<file path="src/rtl/tdc_hw_accum.sv">
// tdc_hw_accum: windowed sum/mean/min/max of TDC Hamming weights (TDC_HW_ACCUM_AUTORESTART_EN: back-to-back windows)
module tdc_hw_accum #(
  parameter int N = 64,
  parameter int LOG2_SAMPLES = 8,
  localparam int HW_W = $clog2(N) + 1,
  localparam int SUM_W = HW_W + LOG2_SAMPLES
) (
  input  logic             clk_capture,
  input  logic             rst,
  input  logic             en,
  input  logic             start,
  input  logic             val_in,
  input  logic [HW_W-1:0]  hw_in,
  output logic             busy,
  output logic             res_valid,
  input  logic             res_ready,
  output logic [SUM_W-1:0] res_sum,
  output logic [HW_W-1:0]  res_mean,
  output logic [HW_W-1:0]  res_min,
  output logic [HW_W-1:0]  res_max,
  output logic             overrun
);
  localparam int CNT_W = LOG2_SAMPLES + 1;
  localparam logic [CNT_W-1:0] CNT_LAST = CNT_W'((2 ** LOG2_SAMPLES) - 1);
  typedef enum logic [1:0] {IDLE, ACCUM, HOLD} state_t;
`ifdef TDC_HW_ACCUM_AUTORESTART_EN
  localparam state_t AFTER_HS = ACCUM;
`else
  localparam state_t AFTER_HS = IDLE;
`endif
  state_t state, nxt_state;
  logic [SUM_W-1:0] sum, nxt_sum;
  logic [HW_W-1:0] run_min, run_max, nxt_min, nxt_max;
  logic [CNT_W-1:0] count;
  logic acc, last, hs, open_win, init;
  always_comb begin
    acc = state == ACCUM && en && val_in;
    last = acc && count == CNT_LAST;
    hs = state == HOLD && res_ready;
    open_win = state == IDLE && start;
`ifdef TDC_HW_ACCUM_AUTORESTART_EN
    init = open_win || hs;
`else
    init = open_win;
`endif
    nxt_sum = sum + SUM_W'(hw_in);
    nxt_min = hw_in < run_min ? hw_in : run_min;
    nxt_max = hw_in > run_max ? hw_in : run_max;
    nxt_state = state == IDLE  ? (start ? ACCUM : IDLE) :
                state == ACCUM ? (last ? HOLD : ACCUM) :
                                 (hs ? AFTER_HS : HOLD);
  end
  assign busy = state == ACCUM;
  assign res_valid = state == HOLD;
  always_ff @(posedge clk_capture) begin
    if (rst) begin
      state <= IDLE;
      sum <= '0;
      count <= '0;
      run_min <= '0;
      run_max <= '0;
      res_sum <= '0;
      res_mean <= '0;
      res_min <= '0;
      res_max <= '0;
      overrun <= 1'b0;
    end else begin
      state <= nxt_state;
      if (init) begin
        sum <= '0;
        count <= '0;
        run_min <= HW_W'(N);
        run_max <= '0;
      end else if (acc) begin
        sum <= nxt_sum;
        count <= last ? '0 : count + 1'b1;
        run_min <= nxt_min;
        run_max <= nxt_max;
      end
      if (last) begin
        res_sum <= nxt_sum;
        res_mean <= HW_W'(nxt_sum >> LOG2_SAMPLES);
        res_min <= nxt_min;
        res_max <= nxt_max;
      end
      // only a start taken in IDLE clears overrun, so autorestart keeps it sticky
      if (open_win) overrun <= 1'b0;
      else if (en && val_in && state != ACCUM) overrun <= 1'b1;
    end
  end
  a_res_stable: assert property (@(posedge clk_capture) disable iff (rst)
    res_valid && !res_ready |=> $stable(res_sum) && $stable(res_mean) && $stable(res_min) && $stable(res_max));
  a_count_max: assert property (@(posedge clk_capture) disable iff (rst) count <= CNT_LAST);
endmodule
</file>
<file path="config.mk">
export PLATFORM = sky130hd
export DESIGN_NAME = tdc_hw_accum
export DESIGN_NICKNAME = d
export VERILOG_FILES = /design/src/rtl/tdc_hw_accum.sv
export SDC_FILE = /design/constraint.sdc
export NUM_CORES = 1
export LEC_CHECK = 0
export ABC_AREA = 1
export CAP_MARGIN = 20
export CORE_MARGIN = 2
export CORE_UTILIZATION = 45
export CTS_CLUSTER_SIZE = 16
export DETAILED_ROUTE_END_ITERATION = 10
export PLACE_DENSITY = 0.67
export REMOVE_ABC_BUFFERS = 1
export SLEW_MARGIN = 5
export SYNTH_ARGS = -nofsm -noshare
export SYNTH_HDL_FRONTEND = slang
export SYNTH_SLANG_ARGS = --single-unit
</file>
<file path="constraint.sdc">
create_clock -name clk_capture -period 2.3 [get_ports clk_capture]
set_input_delay 0.46 -clock clk_capture [delete_from_list [all_inputs] [get_ports clk_capture]]
set_output_delay 0.46 -clock clk_capture [all_outputs]
set_load 0.05 [all_outputs]
</file>
==> run_summary.xml, run 1 <==
<?xml version="1.0" encoding="UTF-8"?>
<metrics>
  <group name="run_status">
    <metric name="status" unit="">finished clean</metric>
  </group>
  <group name="worst_setup_path">
    <metric name="worst-path-stages" unit="">13</metric>
    <metric name="endpoint" unit="">sum[10]$_SDFFE_PP0P_</metric>
    <metric name="worst_ep_arrival_time" unit="ps">2310</metric>
    <metric name="worstReg2RegEnd" unit="">res_sum[5]$_SDFFE_PP0P_</metric>
    <metric name="critPathSlowestCell" unit="">sky130_fd_sc_hd__clkdlybuf4s50_1</metric>
    <metric name="path_max_fanout" unit="">3</metric>
    <metric name="critical_path.most_common_cell" unit="">sky130_fd_sc_hd__nand2_1</metric>
    <metric name="r2r_slack" unit="ps">270</metric>
    <metric name="setup.worst_path.end_class" unit="">flip-flop</metric>
    <metric name="cp_bufs_invs" unit="">2</metric>
    <metric name="setup.worst_path.start_class" unit="">input port</metric>
    <metric name="start_point_of_the_critical_path" unit="">hw_in[0]</metric>
    <metric name="slowest_delay" unit="ps">440</metric>
    <metric name="reg2reg_start" unit="">count[0]$_SDFFE_PP0P_</metric>
    <metric name="crit_type" unit="">in -&gt; reg</metric>
    <metric name="critical-path-top-delay-family" unit="">simple AND/OR/NAND/NOR gates</metric>
    <metric name="worst_r2r_path_depth" unit="">12</metric>
    <metric name="cp_data_required_time" unit="ps">2550</metric>
    <metric name="crit_chain" unit="">clkdlybuf4s50_1 &gt; ha_1 &gt; fa_1 &gt; nand2_1 &gt; nand2_1 &gt; nand3_1 &gt; nand2_1 &gt; nand2_1 &gt; nand2_1 &gt; nand2_1 &gt; nand3_1 &gt; nand2_1 &gt; inv_1</metric>
  </group>
  <group name="die">
    <metric name="coreArea" unit="mm^2">0.008636</metric>
    <metric name="dieArea" unit="mm^2">0.009616</metric>
    <metric name="placement_rows" unit="">34</metric>
    <metric name="die_w" unit="um">98.06</metric>
    <metric name="design.portCount" unit="">52</metric>
    <metric name="die_h" unit="um">98.06</metric>
    <metric name="start_util" unit="%">46.10</metric>
  </group>
  <group name="route">
    <metric name="route.detailed.vias_per_inst" unit="">4.879</metric>
    <metric name="wirelength" unit="mm">8.992</metric>
    <metric name="drt_iter0_markers" unit="">119</metric>
    <metric name="drc_errors" unit="">0</metric>
    <metric name="antenna_violating_nets_post_route" unit="">0</metric>
    <metric name="wl_per_cell" unit="um">11.82</metric>
    <metric name="via_count_of_the_routed_design" unit="">3713</metric>
    <metric name="firstDrtPassIters" unit="">5</metric>
  </group>
  <group name="cells_and_area">
    <metric name="layout-area-overhead-vs-synth" unit="%">22.19</metric>
    <metric name="layout_fillers" unit="">855</metric>
    <metric name="num-nets-final" unit="">684</metric>
    <metric name="final_cells" unit="">761</metric>
    <metric name="insertedDiodeCount" unit="">0</metric>
    <metric name="fraction_of_layout_instances_using_a_drive_strength_above_1" unit="%">6.585</metric>
  </group>
  <group name="place">
    <metric name="placement.io_buffers" unit="">51</metric>
    <metric name="number_of_instances_in_the_placed_design" unit="">745</metric>
    <metric name="dpl.hpwl" unit="mm">6.578</metric>
    <metric name="globalplace.congestion" unit="">0.8455</metric>
  </group>
  <group name="sta">
    <metric name="setup-violations-final" unit="">0</metric>
    <metric name="timing.final.crit_period" unit="ps">2057</metric>
    <metric name="fin_tns_setup" unit="ps">0</metric>
    <metric name="hold_viol_final" unit="">0</metric>
    <metric name="final_period_util" unit="%">89.43</metric>
    <metric name="finClkSkew" unit="ps">9.623</metric>
    <metric name="maxClockFrequency" unit="MHz">486.2</metric>
    <metric name="unrepaired_setup_endpoints_after_global_routing" unit="">no</metric>
    <metric name="slew_violations" unit="">0</metric>
    <metric name="worst_slew_pin_slew" unit="ps">515.0</metric>
    <metric name="max_slew_margin" unit="%">65.56</metric>
  </group>
  <group name="cts">
    <metric name="cts_tree" unit="">yes</metric>
    <metric name="h-tree-depth" unit="">3</metric>
    <metric name="clk_pin_slew" unit="ps">80</metric>
    <metric name="cts-buffers-inserted" unit="">9</metric>
    <metric name="cts_buffer_depth" unit="">2</metric>
    <metric name="clk_lat_worst_skew" unit="ps">360</metric>
    <metric name="clockRootBuffer" unit="">sky130_fd_sc_hd__clkbuf_8</metric>
    <metric name="tritoncts_num_sinks" unit="">70</metric>
    <metric name="setup_fix_buffers_added_after_clock_tree_synthesis" unit="">0</metric>
  </group>
  <group name="yosys">
    <metric name="yosysWarningCount" unit="">0</metric>
    <metric name="synthesis.area" unit="mm^2">0.003981</metric>
    <metric name="ys_seq_area_share" unit="%">35.20</metric>
    <metric name="synth.mux.area_fraction" unit="%">0</metric>
    <metric name="postSynthAreaPerCell" unit="um^2">6.771</metric>
    <metric name="number_of_instances_in_the_synthesized_netlist" unit="">588</metric>
    <metric name="adder_and_majority_gate_portion_of_the_synthesized_area" unit="%">7.417</metric>
    <metric name="synthSimpleGateAreaFrac" unit="%">29.64</metric>
    <metric name="synth-xor-area-share" unit="%">1.320</metric>
    <metric name="synth_compound_gate_area_share" unit="%">12.26</metric>
    <metric name="synth_top_family_by_area" unit="">simple AND/OR/NAND/NOR gates</metric>
    <metric name="yosysUniqueCellTypes" unit="">30</metric>
    <metric name="synth.ff_latch_count" unit="">70</metric>
  </group>
  <group name="global_route">
    <metric name="grt_pass1_wl" unit="mm">15.81</metric>
    <metric name="grt_antenna_before_repair" unit="">0</metric>
    <metric name="first_global_vias" unit="">3627</metric>
    <metric name="globalRouteOverflowTotal" unit="">0</metric>
    <metric name="grt_max_degree" unit="">36</metric>
    <metric name="grt.total_usage" unit="%">20.03</metric>
  </group>
  <group name="power_and_ir_drop">
    <metric name="power.switching" unit="mW">0.7353</metric>
    <metric name="internal-power" unit="mW">1.936</metric>
    <metric name="pwr-share-seq" unit="%">46.9</metric>
    <metric name="power.static_leakage" unit="nW">2.353</metric>
    <metric name="clkPwrFrac" unit="%">39.6</metric>
    <metric name="power.share.combinational" unit="%">13.6</metric>
    <metric name="p_per_area" unit="mW/mm^2">549.1</metric>
    <metric name="switching_share" unit="%">27.53</metric>
    <metric name="worst_ir_drop_vdd" unit="V">0.0002628</metric>
  </group>
  <group name="min_path">
    <metric name="holdCritPathClass" unit="">reg -&gt; reg</metric>
  </group>
  <group name="run">
    <metric name="drv.max_cap_violation_count" unit="">0</metric>
  </group>
</metrics>
-- synthesized netlist by cell type (all sizes together) --
library cell	instances	area share [%]
nand2	137	13
inv	111	10
nand3	85	11
dfxtp	70	35
nor2	46	4.8
a21oi	35	4.4
o21a	24	4.5
ha	22	6.9
buf	20	3.4
o21ai	13	1.6
xor2	6	1.3
a21o	3	0.57
clkbuf	3	0.28
o211ai	3	0.57
and2	2	0.31
nand4	2	0.31
nor3	2	0.25
a211oi	1	0.19
a21boi	1	0.19
fa	1	0.50
o21bai	1	0.19
-- power by group through the flow --
stage	Combinational, mW	Sequential [mW]	Clock, mW
2_1_floorplan	0.224	1.28	0
3_3_place_gp	0.354	1.28	0
3_5_place_dp	0.362	1.28	0
4_1_cts	0.364	1.25	1.09
5_1_grt	0.408	1.26	1.13
6_report	0.362	1.25	1.06
-- what timing repair did --
item,4_1_cts,5_1_grt
hold buffers,0,0
gates resized for setup,0,2
endpoints found under the setup margin,0,2
endpoints found under the hold margin,0,0
-- sequential cells by signal, indices dropped and copies added (netlist names) --
register	flops
res_sum	15
sum	15
count	9
res_max	7
res_min	7
run_max	7
run_min	7
state	2
overrun	1
-- tightest hold or removal path, delay by kind of cell (launching register included) --
kind	cells	cell delay [ps]
AND/OR/NAND/NOR	1	60
flip-flops	1	320
AO/OA/AOI/OAI	1	50
-- cell usage in the layout, fill, tap and decap left out, types with 2 or more instances in the layout --
cell,Yosys,final
sky130_fd_sc_hd__nand2_1,136,136
sky130_fd_sc_hd__inv_1,109,109
sky130_fd_sc_hd__nand3_1,84,84
sky130_fd_sc_hd__dfxtp_1,70,70
sky130_fd_sc_hd__clkdlybuf4s50_1,0,49
sky130_fd_sc_hd__nor2_1,43,43
sky130_fd_sc_hd__a21oi_1,35,35
sky130_fd_sc_hd__o21a_1,24,24
sky130_fd_sc_hd__ha_1,22,22
sky130_fd_sc_hd__buf_4,13,20
sky130_fd_sc_hd__o21ai_0,12,12
sky130_fd_sc_hd__clkbuf_8,0,11
sky130_fd_sc_hd__xor2_1,6,6
sky130_fd_sc_hd__o211ai_1,3,3
sky130_fd_sc_hd__a21o_1,3,3
sky130_fd_sc_hd__nor2_4,2,2
sky130_fd_sc_hd__inv_2,2,2
sky130_fd_sc_hd__and2_1,2,2
sky130_fd_sc_hd__nor3_1,2,2
sky130_fd_sc_hd__nand4_1,2,2
sky130_fd_sc_hd__clkinv_4,0,2
sky130_fd_sc_hd__dlymetal6s2s_1,0,2
-- final cells by class --
type / count / area [um^2] / share of cell area, %
Clock buffer: 12 / 155.1 / 3.189
Clock inverter: 4 / 55.05 / 1.132
Inverter: 111 / 416.7 / 8.565
Multi-Input combinational cell: 384 / 2016 / 41.44
Sequential cell: 70 / 1401 / 28.81
Tap cell: 108 / 135.1 / 2.778
Timing Repair Buffer: 72 / 685.7 / 14.09
-- per-layer routing --
layer / track usage [%] / routed length [um]
met5: 0 / 0
met4: 7.799 / 149
met3: 4.295 / 330
met2: 34.30 / 4302
met1: 24.57 / 4209
-- cells by family after synthesis --
logic type	after synthesis
AND/OR/NAND/NOR	274
AO/OA/AOI/OAI	81
flip-flops	70
XOR/XNOR	6
buffers and inverters	134
adder cells (fa/ha/maj)	23
-- worst min path at each step --
stage	cells past startpoint	from	end	slack (ps)
5_1_grt	2	res_sum[0]$_SDFFE_PP0P_	res_sum[0]$_SDFFE_PP0P_	500
3_5_place_dp	2	res_sum[1]$_SDFFE_PP0P_	res_sum[1]$_SDFFE_PP0P_	460
2_1_floorplan	1	count[3]$_SDFFE_PP0P_	count[3]$_SDFFE_PP0P_	440
6_report	2	res_sum[1]$_SDFFE_PP0P_	res_sum[1]$_SDFFE_PP0P_	470
3_3_place_gp	1	count[3]$_SDFFE_PP0P_	count[3]$_SDFFE_PP0P_	460
4_1_cts	2	res_sum[1]$_SDFFE_PP0P_	res_sum[1]$_SDFFE_PP0P_	480
-- metrics by stage --
stage                     utilization [%]  power [mW]  area, um^2  hold slack, ps  setup WS, ps
final                               56.33       2.671        4865           471.4         243.2
after global placement              53.84       1.634        4649           460.1        -72.32
after floorplan                         -       1.505        3834           443.7         30.64
after detailed placement            53.84       1.642        4649           460.6        -124.7
after CTS                           56.27       2.705        4860           478.9         47.16
after global routing                56.33       2.797        4865           501.0         44.34
No activity file was read; power rests on OpenSTA's default activity.
==> run 2: changes to the inputs <==
--- a/config.mk
+++ b/config.mk
@@ -9,6 +9,7 @@
 export CAP_MARGIN = 20
 export CORE_MARGIN = 2
 export CORE_UTILIZATION = 45
+export CTS_BUF_LIST = sky130_fd_sc_hd__clkbuf_2 sky130_fd_sc_hd__clkbuf_4 sky130_fd_sc_hd__clkbuf_8
 export CTS_CLUSTER_SIZE = 16
 export DETAILED_ROUTE_END_ITERATION = 10
 export PLACE_DENSITY = 0.67
==> run_summary.xml, run 2 (synthesis gave the netlist of run 1 again) <==
<?xml version="1.0" encoding="UTF-8"?>
<metrics>
  <group name="run_status">
    <metric name="status" unit="">finished clean</metric>
  </group>
  <group name="sta">
    <metric name="max_slew_margin" unit="%">65.56</metric>
    <metric name="finClkSkew" unit="ps">9.105</metric>
    <metric name="worst_slew_pin_slew" unit="ps">515.0</metric>
    <metric name="fin_tns_setup" unit="ps">0</metric>
    <metric name="final_period_util" unit="%">89.67</metric>
    <metric name="hold_viol_final" unit="">0</metric>
    <metric name="slew_violations" unit="">0</metric>
    <metric name="unrepaired_setup_endpoints_after_global_routing" unit="">no</metric>
    <metric name="maxClockFrequency" unit="MHz">484.8</metric>
    <metric name="timing.final.crit_period" unit="ps">2062</metric>
    <metric name="setup-violations-final" unit="">0</metric>
  </group>
  <group name="cells_and_area">
    <metric name="fraction_of_layout_instances_using_a_drive_strength_above_1" unit="%">6.738</metric>
    <metric name="insertedDiodeCount" unit="">0</metric>
    <metric name="layout.cells.most_common_list" unit="">sky130_fd_sc_hd__nand2_1 (136), sky130_fd_sc_hd__inv_1 (109), sky130_fd_sc_hd__nand3_1 (84), sky130_fd_sc_hd__dfxtp_1 (70), sky130_fd_sc_hd__clkdlybuf4s50_1 (49)</metric>
    <metric name="layout_fillers" unit="">856</metric>
    <metric name="final_common_cell" unit="">sky130_fd_sc_hd__nand2_1</metric>
    <metric name="layout_top_registers" unit="">res_sum x15, sum x15, count x9</metric>
    <metric name="final_util" unit="%">56.38</metric>
    <metric name="final_cells" unit="">761</metric>
    <metric name="num-nets-final" unit="">684</metric>
    <metric name="layout-area-overhead-vs-synth" unit="%">22.28</metric>
  </group>
  <group name="die">
    <metric name="coreArea" unit="mm^2">0.008636</metric>
    <metric name="placement_rows" unit="">34</metric>
    <metric name="start_util" unit="%">46.10</metric>
    <metric name="die_w" unit="um">98.06</metric>
    <metric name="die_h" unit="um">98.06</metric>
    <metric name="design.portCount" unit="">52</metric>
    <metric name="dieArea" unit="mm^2">0.009616</metric>
  </group>
  <group name="worst_setup_path">
    <metric name="r2r_slack" unit="ps">260</metric>
    <metric name="worst_r2r_path_depth" unit="">12</metric>
    <metric name="path_max_fanout" unit="">3</metric>
    <metric name="crit_chain" unit="">clkdlybuf4s50_1 &gt; ha_1 &gt; fa_1 &gt; nand2_1 &gt; nand2_1 &gt; nand3_1 &gt; nand2_1 &gt; nand2_1 &gt; nand2_1 &gt; nand2_1 &gt; nand3_1 &gt; nand2_1 &gt; inv_1</metric>
    <metric name="worst_ep_arrival_time" unit="ps">2310</metric>
    <metric name="setup.worst_path.end_class" unit="">flip-flop</metric>
    <metric name="reg2reg_start" unit="">count[0]$_SDFFE_PP0P_</metric>
    <metric name="critPathSlowestCell" unit="">sky130_fd_sc_hd__clkdlybuf4s50_1</metric>
    <metric name="setup.worst_path.start_class" unit="">input port</metric>
    <metric name="critical_path.most_common_cell" unit="">sky130_fd_sc_hd__nand2_1</metric>
    <metric name="slowest_delay" unit="ps">440</metric>
    <metric name="worstReg2RegEnd" unit="">res_sum[5]$_SDFFE_PP0P_</metric>
    <metric name="cp_data_required_time" unit="ps">2550</metric>
    <metric name="crit_type" unit="">in -&gt; reg</metric>
  </group>
  <group name="place">
    <metric name="dpl.hpwl" unit="mm">6.578</metric>
    <metric name="number_of_instances_in_the_placed_design" unit="">745</metric>
    <metric name="globalplace.congestion" unit="">0.8455</metric>
    <metric name="placement.io_buffers" unit="">51</metric>
  </group>
  <group name="global_route">
    <metric name="first_global_vias" unit="">3624</metric>
    <metric name="grt_max_degree" unit="">36</metric>
    <metric name="grt_pass1_wl" unit="mm">15.80</metric>
    <metric name="globalRouteOverflowTotal" unit="">0</metric>
    <metric name="grt.total_usage" unit="%">20.03</metric>
    <metric name="grt_antenna_before_repair" unit="">0</metric>
  </group>
  <group name="route">
    <metric name="drt_iter0_markers" unit="">119</metric>
    <metric name="antenna_violating_nets_post_route" unit="">0</metric>
    <metric name="route.detailed.vias_per_inst" unit="">4.915</metric>
    <metric name="wl_per_cell" unit="um">11.79</metric>
    <metric name="firstDrtPassIters" unit="">4</metric>
    <metric name="drc_errors" unit="">0</metric>
    <metric name="via_count_of_the_routed_design" unit="">3740</metric>
    <metric name="wirelength" unit="mm">8.970</metric>
  </group>
  <group name="power_and_ir_drop">
    <metric name="fin_total_pwr" unit="mW">2.679</metric>
    <metric name="power.static_leakage" unit="nW">2.356</metric>
    <metric name="p_per_area" unit="mW/mm^2">550.4</metric>
    <metric name="worst_ir_drop_vdd" unit="V">0.0002628</metric>
  </group>
  <group name="cts">
    <metric name="clockRootBuffer" unit="">sky130_fd_sc_hd__clkbuf_8</metric>
    <metric name="clk_pin_slew" unit="ps">70</metric>
    <metric name="cts_tree" unit="">yes</metric>
    <metric name="h-tree-depth" unit="">3</metric>
    <metric name="tritoncts_num_sinks" unit="">70</metric>
    <metric name="setup_fix_buffers_added_after_clock_tree_synthesis" unit="">0</metric>
    <metric name="cts_buffer_depth" unit="">2</metric>
    <metric name="cts-buffers-inserted" unit="">9</metric>
    <metric name="clk_lat_worst_skew" unit="ps">350</metric>
  </group>
  <group name="run">
    <metric name="drv.max_cap_violation_count" unit="">0</metric>
  </group>
  <group name="min_path">
    <metric name="holdCritPathClass" unit="">reg -&gt; reg</metric>
    <metric name="hold-path-endpoint" unit="">res_sum[1]$_SDFFE_PP0P_</metric>
    <metric name="holdCritStartpoint" unit="">res_sum[1]$_SDFFE_PP0P_</metric>
    <metric name="holdPathStages" unit="">2</metric>
  </group>
</metrics>
==> run 2: cell counts in the layout (fill, tap and decap cells not counted) <==
Identical to the previous run, type by type.
==> run 2: where the power goes <==
part | internal (mW) | switching, mW
clock | 0.576 | 0.490
combinational | 0.136 | 0.225
sequential | 1.24 | 0.0168
==> run 2: cell type report <==
| type | count | area [um^2] | area share, % |
|---|---|---|---|
| Clock buffer | 12 | 158.9 | 3.264 |
| Clock inverter | 4 | 55.05 | 1.131 |
| Inverter | 111 | 416.7 | 8.558 |
| Multi-Input combinational cell | 384 | 2016 | 41.40 |
| Sequential cell | 70 | 1401 | 28.78 |
| Tap cell | 108 | 135.1 | 2.776 |
| Timing Repair Buffer | 72 | 685.7 | 14.08 |
==> run 2: worst max-delay path by stage <==
stage	from	end	slack (ps)	cells after the start
floorplan	state[0]$_SDFF_PP0_	count[8]$_SDFFE_PP0P_	30	7
finish	hw_in[0]	sum[10]$_SDFFE_PP0P_	240	13
global placement	hw_in[0]	res_sum[12]$_SDFFE_PP0P_	-70	12
global route	count[0]$_SDFFE_PP0P_	res_sum[5]$_SDFFE_PP0P_	40	12
CTS	state[1]$_SDFF_PP0_	res_valid	50	3
detailed placement	hw_in[0]	res_sum[12]$_SDFFE_PP0P_	-120	12
==> run 2: metrics by stage <==
stage	instance area [um^2]	hold WS [ps]	setup WS, ps
floorplan	3834	443.7	30.64
global placement	4649	460.1	-72.32
detailed placement	4649	460.6	-124.7
CTS	4863	478.9	47.23
global route	4868	501.0	44.34
finish	4868	471.3	237.5
==> run 2: timing repair <==
item | CTS | global route
hold buffers | 0 | 0
gates resized for setup | 0 | 2
endpoints found under the setup margin | 0 | 2
==> run 2: worst max-delay path, delay by kind of cell <==
| kind | cells | cell delay, ps |
|---|---|---|
| buffers and inverters | 2 | 480 |
| adder cells (fa/ha/maj) | 2 | 650 |
| AND/OR/NAND/NOR | 9 | 740 |
==> run 2: per-layer routing <==
| layer | vias to the layer above | routed length (um) | GRT usage, % | share of wire [%] |
|---|---|---|---|---|
| li1 | 1968 | - | - | - |
| met1 | 1697 | 4120 | 24.57 | 46 |
| met2 | 63 | 4292 | 34.30 | 48 |
| met3 | 12 | 407 | 4.295 | 4.5 |
| met4 | 0 | 150 | 7.799 | 1.7 |
| met5 | - | 0 | 0 | 0 |
==> run 3: changes to the inputs <==
--- a/config.mk
+++ b/config.mk
@@ -9,7 +9,7 @@
 export CAP_MARGIN = 20
 export CORE_MARGIN = 2
 export CORE_UTILIZATION = 45
-export CTS_BUF_LIST = sky130_fd_sc_hd__clkbuf_2 sky130_fd_sc_hd__clkbuf_4 sky130_fd_sc_hd__clkbuf_8
+export CTS_BUF_LIST = sky130_fd_sc_hd__clkbuf_4 sky130_fd_sc_hd__clkbuf_8
 export CTS_CLUSTER_SIZE = 16
 export DETAILED_ROUTE_END_ITERATION = 10
 export PLACE_DENSITY = 0.67
==> results of run 3 <==
The final DEF is identical to that of run 2; final timing and power are the same.
